--- src/rtl/loop_scan_ctrl.sv ---
// Bracket-jump sequencer: scans instruction memory for the matching '[' / ']'
// and loads its address+1 into the fetch unit. Optional jump cache: LOOP_SCAN_CACHE_EN.
module loop_scan_ctrl #(
   parameter int unsigned     PC_W     = 16,
   parameter int unsigned     OP_W     = 8,
   parameter int unsigned     DEPTH_W  = 8,
   parameter logic [OP_W-1:0] OP_OPEN  = 8'h5B,
   parameter logic [OP_W-1:0] OP_CLOSE = 8'h5D
) (
   input  logic            clk,
   input  logic            reset,
   input  logic            start_fwd,
   input  logic            start_bwd,
   input  logic [PC_W-1:0] pc,
   input  logic [OP_W-1:0] instruction,
   output logic [PC_W-1:0] scan_addr,
   output logic            busy,
   output logic            pc_load,
   output logic [PC_W-1:0] pc_target,
   output logic            error
);

   typedef enum logic [2:0] {IDLE, FWD, BWD, DONE, FAULT} state_t;

   state_t               state;
   logic [DEPTH_W-1:0]   depth;
   logic                 is_open, is_close, grow, shrink, match, overflow, at_edge;
   logic [PC_W-1:0]      next_addr;

   assign is_open   = (instruction == OP_OPEN);
   assign is_close  = (instruction == OP_CLOSE);
   // In a backward scan the roles of the two brackets swap.
   assign grow      = (state == FWD) ? is_open  : is_close;
   assign shrink    = (state == FWD) ? is_close : is_open;
   assign match     = shrink && (depth == DEPTH_W'(1));
   assign overflow  = grow && (depth == '1);
   assign at_edge   = (state == FWD) ? (scan_addr == '1) : (scan_addr == '0);
   assign next_addr = (state == FWD) ? scan_addr + 1'b1 : scan_addr - 1'b1;

`ifdef LOOP_SCAN_CACHE_EN
   logic            c_valid, c_dir, cur_dir;
   logic [PC_W-1:0] c_src, c_target, cur_src;
   logic            hit;

   assign hit = c_valid && (c_dir == start_fwd) && (c_src == pc);
`endif

   always_ff @(posedge clk or posedge reset) begin
      if (reset) begin
         state     <= IDLE;
         depth     <= '0;
         scan_addr <= '0;
         busy      <= 1'b0;
         pc_load   <= 1'b0;
         pc_target <= '0;
         error     <= 1'b0;
`ifdef LOOP_SCAN_CACHE_EN
         c_valid   <= 1'b0;
         c_dir     <= 1'b0;
         c_src     <= '0;
         c_target  <= '0;
         cur_dir   <= 1'b0;
         cur_src   <= '0;
`endif
      end else begin
         pc_load <= 1'b0;
         case (state)
            IDLE: begin
               if (start_fwd || start_bwd) begin
                  error <= 1'b0;
                  busy  <= 1'b1;
`ifdef LOOP_SCAN_CACHE_EN
                  cur_dir <= start_fwd;
                  cur_src <= pc;
                  if (hit) begin
                     state     <= DONE;
                     pc_target <= c_target;
                     pc_load   <= 1'b1;
                  end else
`endif
                  begin
                     state     <= start_fwd ? FWD : BWD;
                     scan_addr <= start_fwd ? pc + 1'b1 : pc - 1'b1;
                     depth     <= DEPTH_W'(1);
                  end
               end
            end
            FWD, BWD: begin
               // Match takes priority: a match at the last address is not a wrap.
               if (match) begin
                  pc_target <= scan_addr + 1'b1;
                  pc_load   <= 1'b1;
                  state     <= DONE;
               end else if (overflow || at_edge) begin
                  error <= 1'b1;
                  state <= FAULT;
               end else begin
                  scan_addr <= next_addr;
                  if (grow)
                     depth <= depth + 1'b1;
                  else if (shrink)
                     depth <= depth - 1'b1;
               end
            end
            DONE: begin
               busy  <= 1'b0;
               state <= IDLE;
`ifdef LOOP_SCAN_CACHE_EN
               c_valid  <= 1'b1;
               c_dir    <= cur_dir;
               c_src    <= cur_src;
               c_target <= pc_target;
`endif
            end
            FAULT: begin
               busy  <= 1'b1;
               error <= 1'b1;
            end
            default: state <= IDLE;
         endcase
      end
   end

endmodule

--- config.mk ---
export PLATFORM = sky130hd
export DESIGN_NAME = loop_scan_ctrl
export DESIGN_NICKNAME = d
export VERILOG_FILES = /design/src/rtl/loop_scan_ctrl.sv
export SDC_FILE = /design/constraint.sdc
export NUM_CORES = 1
export LEC_CHECK = 0
export BUFFER_PORTS_ARGS = -buffer_cell sky130_fd_sc_hd__buf_4
export CORE_ASPECT_RATIO = 0.5
export CORE_MARGIN = 1.5
export CORE_UTILIZATION = 26
export CTS_CLUSTER_SIZE = 14
export DETAILED_ROUTE_END_ITERATION = 10
export HOLD_SLACK_MARGIN = 0.06
export PLACE_DENSITY_LB_ADDON = 0.08
export SETUP_SLACK_MARGIN = 0.1
export SYNTH_ARGS = -nofsm -noshare
export SYNTH_HDL_FRONTEND = slang
export SYNTH_SLANG_ARGS = --single-unit
--- constraint.sdc ---
create_clock -name clk -period 3.3 [get_ports clk]
set_clock_uncertainty 0.05 [all_clocks]
set_input_delay 0.495 -clock clk [delete_from_list [all_inputs] [get_ports clk]]
set_output_delay 0.495 -clock clk [all_outputs]
set_load 0.02 [all_outputs]
==> results of run 1 <==
-- path summary, 6_finish.rpt --
check	start	endpoint	slack [ns]
max reg2reg	state[1]	depth[1]	0.44
min in group clk	pc_target[1]	pc_target[1]	0.42
min	reset	pc_target[3]	0.18
max	state[1]	depth[1]	0.44
min reg2reg	pc_target[1]	pc_target[1]	0.42
max in group asynchronous	reset	scan_addr[5]	2.24
-- cell type report --
type | instances | area [µm²]
clock inverters | 2 | 37.5
well taps | 198 | 248
multi-input cells | 404 | 2680
flip-flops and latches | 46 | 1150
repair buffers | 84 | 631
fillers | 1607 | 9860
clock buffers | 6 | 129
inverters | 13 | 48.8
-- layer usage --
| metal | track usage, % | up-vias |
|---|---|---|
| met2 | 26.3 | 106 |
| met5 | 0 | - |
| li1 | - | 1962 |
| met4 | 2.78 | 0 |
| met1 | 27.1 | 1881 |
| met3 | 2.90 | 10 |
-- cells by family (layout without fill, tap and decap cells) --
family | count (synthesis) | after routing | synth area share, %
DFF | 46 | 46 | 28.6
xor gates and xnor gates | 28 | 28 | 6.10
and+or+nand+nor | 199 | 199 | 25.3
AOI/OAI and AO/OA | 146 | 146 | 25.7
muxes | 10 | 10 | 2.68
buffers and inverters | 44 | 105 | 4.89
adders and majority gates | 21 | 21 | 6.66
-- synthesized netlist by cell type (all sizes together), types with 5 or more instances --
master | n | area (µm²)
o21ai | 36 | 180
mux2i | 7 | 70.1
dfrtp | 46 | 1150
o21a | 5 | 37.5
ha | 19 | 238
o211ai | 8 | 60.1
xnor2 | 21 | 184
clkbuf | 19 | 72.6
a2bb2oi | 9 | 96.4
a211oi | 7 | 52.6
and3 | 10 | 62.6
nor2b | 5 | 31.3
buf | 12 | 75.1
a21o | 6 | 45.0
a21oi | 25 | 129
o22ai | 9 | 56.3
xor2 | 7 | 61.3
nor4 | 11 | 75.1
nand2 | 58 | 225
nor3 | 9 | 45.0
or4 | 5 | 37.5
nor2 | 39 | 146
nand3 | 24 | 120
inv | 13 | 48.8
nand4 | 13 | 81.3
-- flip-flops by register name, summed over array words and instances, names as in the netlist --
signal     count
pc_target     16
scan_addr     16
depth          8
state          3
busy           1
error          1
pc_load        1
-- power by group through the flow --
stage,clock [mW],combinational (mW),sequential (mW)
6_report,0.605,2.20,1.02
5_1_grt,0.647,2.41,1.05
4_1_cts,0.625,2.20,1.02
3_5_place_dp,0,2.20,1.03
3_3_place_gp,0,2.21,1.04
2_1_floorplan,0,1.40,1.03
-- stage by stage --
stage | worst slack (ns) | utilization (%) | total power, mW
floorplan | 0.784 | - | 2.42
global placement | 0.240 | 32.2 | 3.24
detailed placement | 0.257 | 32.2 | 3.23
CTS | 0.448 | 33.3 | 3.85
global route | 0.199 | 33.3 | 4.10
finish | 0.445 | 33.3 | 3.83
==> out/qor.yml, run 1 <==
critical_path:
  cp.buffers_inverters: 0
  critPathArrivalTime_ns: 3.03
  ff2ff_path_depth: 6
  critical_path_class: "reg2reg"
  slowest_delay_ns: 0.68
  cp_slowest_cell: "or4b_1"
  cp_num_cells: 6
  path_delay_family: "simple AND/OR/NAND/NOR gates"
  path_cells: "nand2b_1 -> or4b_1 -> or3_1 -> nand2_4 -> o21a_1 -> mux2i_1"
  critPathRequiredTime_ns: 3.47
  critPathLaunchType: "flip-flop"
  cp-end-kind: "flip-flop"
  critPathMaxFanout: 9
sta:
  worstMarginPinSlew_ns: 0.641
  hold_viol: 0
  whs_ns: 0.175
  grt_setup_unrepaired: "no"
  slew_viol_final: 0
  setup_viol: 0
  clock.fmax_mhz: 350
  tns_ns: 0
  post-route-period-util_pct: 86.5
  slew_headroom_pct: 57.0
  finalCriticalPeriod_ns: 2.86
placement:
  placed_cell_area_um2: 4750
  dpl.hpwl_um: 10800
  routabilityCongestion: 0.802
  portBuffers: 62
  dp_cells: 745
drt:
  highest_layer: "met4"
  routed_wl_um: 13900
  wirelength_met1_um: 7110
  drc: 0
  dr.pass1.iters: 5
  antenna_left: 0
  drt_iter0_markers: 273
  wl_met2_um: 5930
  route.met3.wl_um: 739
  viasPerCell: 5.26
  via_count: 3959
  wire_per_inst_um: 18.4
power_and_ir_drop:
  p_comb_share_pct: 57.5
  swShare_pct: 47.6
  p_sw_mw: 1.82
  irDropWorstVdd_mv: 0.247
  p_int_mw: 2.01
  power.density_nw_per_um2: 778
  sequentialPowerShare_pct: 26.6
  p_leak_nw: 2.06
  clkPwrFrac_pct: 15.8
layout:
  fin_cells: 753
  drive_gt1_share_pct: 19.3
  num_antenna_cells: 0
  flow.area_growth_from_synthesis_pct: 22.4
  post-route-cell-area_um2: 4920
  layout_commonest_cell: "buf_4"
  layout_common_cells: "84 x buf_4, 57 x nand2_1, 46 x dfrtp_1, 39 x nor2_1, 35 x o21ai_0"
  nNetsFinal: 602
synthesis:
  yosysUniqueCellTypes: 75
  synth-main-ff-cell: "dfrtp_1"
  seq_area_frac_synth_pct: 28.6
  synth_async_sr_flop_share_pct: 100
  syn_area_per_cell_um2: 8.14
  syn-num-nets: 542
  synth-edff-count: 0
  netlist_area_um2: 4020
  synthCells: 494
  ys_ff_latch: 46
  ys_warn_count: 0
global_route:
  antenna_found_initial: 0
  grt_max_degree: 35
  grt_util_all_layers_pct: 17.8
  grt_pass1_wl_um: 22100
  grt_pass1_vias: 3793
  grt.overflow.total: 0
floorplanning:
  die_y_um: 90.9
  ios: 63
  fp.dieArea_um2: 16300
  rows: 31
  initial_core_util_pct: 27.2
  core_area_um2: 14800
  fp.dieW_um: 179
clock_tree:
  cts.path.max_buffers: 2
  clock-sinks: 46
  cts_hold_buf: 0
  h-tree-depth: 2
  cts_made_buffers: 5
  cts_tree: "built"
  cts_setup_buffers: 0
  clock_tree.root_cell: "clkbuf_16"
  clk_latency_ns: 0.30
  cts_resized: 0
  clkTransAtPathRegs_ns: 0.07
run_status:
  status: "completed"
run:
  maxCapViolCount: 0
hold_path:
  hold_path.class: "in2async"
No activity file was read; power rests on OpenSTA's default activity.
==> run 2: changes to the inputs <==
- MAX_ROUTING_LAYER: unset -> met4
==> run 2 against run 1 <==
  * Cell count stayed put
  * Critical path depth did not move
  * Fmax fell by 0.48%
  * Worst setup slack worse by 0.014 ns
  * Flip-flop and latch count unchanged
  * Final area stayed put
  * Clock power about the same
  * Die area is the same
  * Via count is 0.33% higher
  * Non-clock buffer count did not move
  * Register-to-register slack hardly changed
  * Worst hold slack gained 0.0013 ns
  * Critical path type unchanged
  * Critical endpoint unchanged
  * Largest cell class unchanged
  * Highest routed layer unchanged
==> out/qor.yml, run 2 (synthesized netlist as in run 1, its figures left out) <==
run_status:
  status: "completed"
hold_path:
  hold_path.class: "in2async"
floorplanning:
  fp.dieArea_um2: 16300
  rows: 31
  fp.dieW_um: 179
  initial_core_util_pct: 27.2
  ios: 63
  core_area_um2: 14800
  die_y_um: 90.9
power_and_ir_drop:
  p_comb_share_pct: 57.7
  swShare_pct: 47.6
  power.density_nw_per_um2: 778
  clkPwrFrac_pct: 15.8
  p_leak_nw: 2.06
  power_mw: 3.83
  sequentialPowerShare_pct: 26.6
  p_sw_mw: 1.82
  irDropWorstVdd_mv: 0.249
  p_int_mw: 2.01
clock_tree:
  cts.path.max_buffers: 2
  cts_resized: 0
  cts_setup_buffers: 0
  clock-sinks: 46
  h-tree-depth: 2
  cts_made_buffers: 5
  cts_tree: "built"
  cts_hold_buf: 0
  clock_tree.root_cell: "clkbuf_16"
  clkTransAtPathRegs_ns: 0.07
  clk_latency_ns: 0.30
drt:
  wire_per_inst_um: 18.4
  routed_wl_um: 13900
  viasPerCell: 5.27
  via_count: 3972
  dr.pass1.iters: 5
  drc: 0
  antenna_left: 0
  drt_iter0_markers: 292
layout:
  flow.area_growth_from_synthesis_pct: 22.4
  nNetsFinal: 602
  reg.largest.list: "pc_target x16, scan_addr x16, depth x8"
  layout_commonest_cell: "buf_4"
  num_antenna_cells: 0
  post-route-cell-area_um2: 4920
  layout_common_cells: "84 x buf_4, 57 x nand2_1, 46 x dfrtp_1, 39 x nor2_1, 35 x o21ai_0"
  drive_gt1_share_pct: 19.3
sta:
  hold_viol: 0
  setup_viol: 0
  slew_headroom_pct: 55.3
  worstMarginPinSlew_ns: 0.666
  post-route-period-util_pct: 86.9
  slew_viol_final: 0
  clock.fmax_mhz: 349
  finalCriticalPeriod_ns: 2.87
  grt_setup_unrepaired: "no"
  tns_ns: 0
  layout_setup_ws_ns: 0.431
critical_path:
  critical_path_class: "reg2reg"
  critPathMaxFanout: 9
  critPathLaunchType: "flip-flop"
  critPathRequiredTime_ns: 3.47
  ff2ff_path_depth: 6
  critPathArrivalTime_ns: 3.04
  rrSetupSlack_ns: 0.43
  rr_endpoint: "depth[1]"
  r2r-start: "state[1]"
  cp-end-kind: "flip-flop"
run:
  maxCapViolCount: 0
placement:
  placed_cell_area_um2: 4750
  routabilityCongestion: 0.813
  dpl.hpwl_um: 10800
  portBuffers: 62
  dp_worst_setup_slack_ns: 0.257
global_route:
  grt_pass1_wl_um: 22100
  antenna_found_initial: 0
  grt_util_all_layers_pct: 18.4
  grt_pass1_vias: 3791
  grt.overflow.total: 0
  grt_max_degree: 35
run 2: cell counts in the layout (fill, tap and decap cells not counted):
No cell type changed its count.
run 2: worst max path at each step:
| stage | from | end | slack, ns |
|---|---|---|---|
| 3_5_place_dp | start_fwd | scan_addr[12] | 0.26 |
| 5_1_grt | depth[1] | scan_addr[10] | 0.19 |
| 3_3_place_gp | start_fwd | scan_addr[12] | 0.24 |
| 2_1_floorplan | scan_addr[0] | scan_addr[12] | 0.78 |
| 4_1_cts | state[1] | depth[1] | 0.45 |
| 6_report | state[1] | depth[1] | 0.43 |
run 2: area by class of cell:
type                            count  area, µm²
Clock buffer                        6        129
Clock inverter                      2       37.5
Fill cell                        1607       9860
Inverter                           13       48.8
Multi-Input combinational cell    404       2680
Sequential cell                    46       1150
Tap cell                          198        248
Timing Repair Buffer               84        631
run 2: worst max-delay path, cell delays in order (launching register included):
cell      delay, ns
dfrtp_1        0.49
nand2b_1       0.27
or4b_1         0.67
or3_1          0.50
nand2_4        0.20
o21a_1         0.36
mux2i_1        0.23
run 2: metal layers:
metal  vias to the layer above  GRT usage [%]  part of all wire (%)
met1                      1873           27.1                    50
met3                        10           2.90                   6.1
li1                       1962              -                     -
met4                         0           2.78                  0.66
met5                         -              -                     0
met2                       127           26.4                    43
run 2: power groups by stage:
| stage | Sequential [mW] | Combinational (mW) | Clock [mW] |
|---|---|---|---|
| final | 1.02 | 2.21 | 0.604 |
| after floorplan | 1.03 | 1.40 | 0 |
| after global routing | 1.05 | 2.41 | 0.648 |
| after CTS | 1.02 | 2.20 | 0.625 |
| after global placement | 1.04 | 2.21 | 0 |
| after detailed placement | 1.03 | 2.20 | 0 |
run 2: stage by stage:
stage | hold WS, ns | instances | utilization, %
detailed placement | 0.413 | 745 | 32.2
global route | 0.226 | 753 | 33.3
floorplan | 0.459 | 494 | -
finish | 0.177 | 753 | 33.3
global placement | 0.405 | 745 | 32.2
CTS | 0.198 | 753 | 33.3
==> run 3: changes to the inputs <==
- CORE_MARGIN: 1.5 -> 8
==> run 3 against run 2 <==
  * Clock power is 11% lower
  * Final area hardly changed
  * Critical path depth stayed put
  * Global-route usage is 3.4 points lower
  * Sequential power hardly changed
  * Die area is 23% higher
  * Worst hold slack worse by 0.047 ns
  * Cell count is 1.1% higher
  * Power is 1.2% lower
  * Critical endpoint is now state[2]
  * Largest power group unchanged
==> out/qor.yml, run 3 (synthesized netlist as in run 1, its figures left out) <==
run_status:
  status: "completed"
power_and_ir_drop:
  p_comb_share_pct: 59.3
  swShare_pct: 48.6
  p_int_mw: 1.94
  p_sw_mw: 1.84
  irDropWorstVdd_mv: 0.233
  p_leak_nw: 2.07
  power.density_nw_per_um2: 769
  sequentialPowerShare_pct: 26.5
  clkPwrFrac_pct: 14.1
critical_path:
  crit_end: "state[2]"
  critPathRequiredTime_ns: 3.49
  cp_num_cells: 6
  critPathArrivalTime_ns: 3.06
  path_delay_family: "compound AO/OA/AOI/OAI gates"
  rr_endpoint: "state[2]"
  rrSetupSlack_ns: 0.42
  cp-startpoint: "scan_addr[7]"
  path_cells: "and4_1 -> nand3_1 -> o32a_1 -> and2_1 -> a2111oi_0 -> a31o_1"
  cp_slowest_cell: "dfrtp_1"
  critPathMaxFanout: 12
  critPathLaunchType: "flip-flop"
  critical_path_class: "reg2reg"
  slowest_delay_ns: 0.64
  ff2ff_path_depth: 6
  cp-end-kind: "flip-flop"
  cp.buffers_inverters: 0
  r2r-start: "scan_addr[7]"
global_route:
  use_met2_pct: 20.7
  grt.overflow.total: 0
  grt_use_met1_pct: 22.0
  grt_util_all_layers_pct: 15.0
  grt_pass1_vias: 3973
  grt_pass1_wl_um: 23200
  busiest_layer: "met1"
  grt.met3_usage_pct: 3.15
  grt_max_degree: 35
  antenna_found_initial: 0
sta:
  whs_ns: 0.130
  hold_viol: 0
  setup_viol: 0
  grt_setup_unrepaired: "no"
  post-route-period-util_pct: 87.2
  worstMarginPinSlew_ns: 0.669
  slew_headroom_pct: 55.0
  clock.fmax_mhz: 348
  slew_viol_final: 0
  tns_ns: 0
  finalCriticalPeriod_ns: 2.88
clock_tree:
  clk_latency_ns: 0.30
  cts_setup_buffers: 0
  clock-sinks: 46
  cts.path.max_buffers: 2
  h-tree-depth: 2
  cts_hold_buf: 0
  cts_resized: 0
  clkTransAtPathRegs_ns: 0.08
  cts_made_buffers: 5
  clock_tree.root_cell: "clkbuf_16"
  cts_tree: "built"
drt:
  via_count: 3959
  drc: 0
  antenna_left: 0
  viasPerCell: 5.20
  wire_per_inst_um: 18.8
  routed_wl_um: 14300
  dr.pass1.iters: 7
  drt_iter0_markers: 246
hold_path:
  hold_path.class: "in2async"
layout:
  drive_gt1_share_pct: 19.7
  nNetsFinal: 604
  flow.area_growth_from_synthesis_pct: 22.5
  fin_util_pct: 32.3
  layout_common_cells: "86 x buf_4, 57 x nand2_1, 46 x dfrtp_1, 39 x nor2_1, 35 x o21ai_0"
  layout_commonest_cell: "buf_4"
  num_antenna_cells: 0
  reg.largest.list: "pc_target x16, scan_addr x16, depth x8"
  post-route-cell-area_um2: 4920
placement:
  portBuffers: 62
  routabilityCongestion: 0.829
  placed_cell_area_um2: 4780
  dpl.hpwl_um: 11300
floorplanning:
  rows: 32
  fp.dieW_um: 192
  initial_core_util_pct: 26.3
  die_y_um: 104
  ios: 63
  core_area_um2: 15300
  fp.dieArea_um2: 19900
run:
  maxCapViolCount: 0
run 3: through the flow:
step                      worst slack [ns]  std cells  total power, mW
after floorplan                      0.784        494             2.42
after global placement               0.306        753             3.27
after detailed placement             0.338        753             3.26
after CTS                            0.421        761             3.82
after global routing                 0.169        761             4.07
final                                0.424        761             3.78
run 3: layer usage:
metal | share of wire, % | wire length, µm
met2 | 42 | 5960
met4 | 0.77 | 110
met5 | 0 | 0
met3 | 4.8 | 691
met1 | 53 | 7560
run 3: how the worst min path moves through the flow:
stage / endpoint / from / cells after the start / slack (ns)
after floorplan: depth[6] / depth[6] / 1 / 0.46
after global placement: pc_target[15] / pc_target[15] / 2 / 0.42
after detailed placement: pc_target[15] / pc_target[15] / 2 / 0.42
after CTS: pc_target[6] / reset / 2 / 0.15
after global routing: pc_target[12] / reset / 2 / 0.16
final: pc_target[6] / reset / 2 / 0.13
run 3: power groups by stage:
stage / combinational [mW] / sequential (mW) / clock [mW]
after floorplan: 1.40 / 1.03 / 0
after global placement: 2.26 / 1.02 / 0
after detailed placement: 2.24 / 1.01 / 0
after CTS: 2.25 / 0.999 / 0.562
after global routing: 2.46 / 1.03 / 0.577
final: 2.25 / 1.00 / 0.535
run 3: layout make-up:
class	instances	area, µm²
clock inverter	3	21.3
timing repair buffer	86	646
multi-input combinational	404	2680
inverter	13	48.8
sequential	46	1150
tap	204	255
fill	1653	10300
clock buffer	5	125
run 3: worst reg2reg max path, cell delays in order, from the launching register on:
cell and delay [ns]:
dfrtp_1 0.64, and4_1 0.35, nand3_1 0.20, o32a_1 0.50
and2_1 0.33, a2111oi_0 0.57, a31o_1 0.16
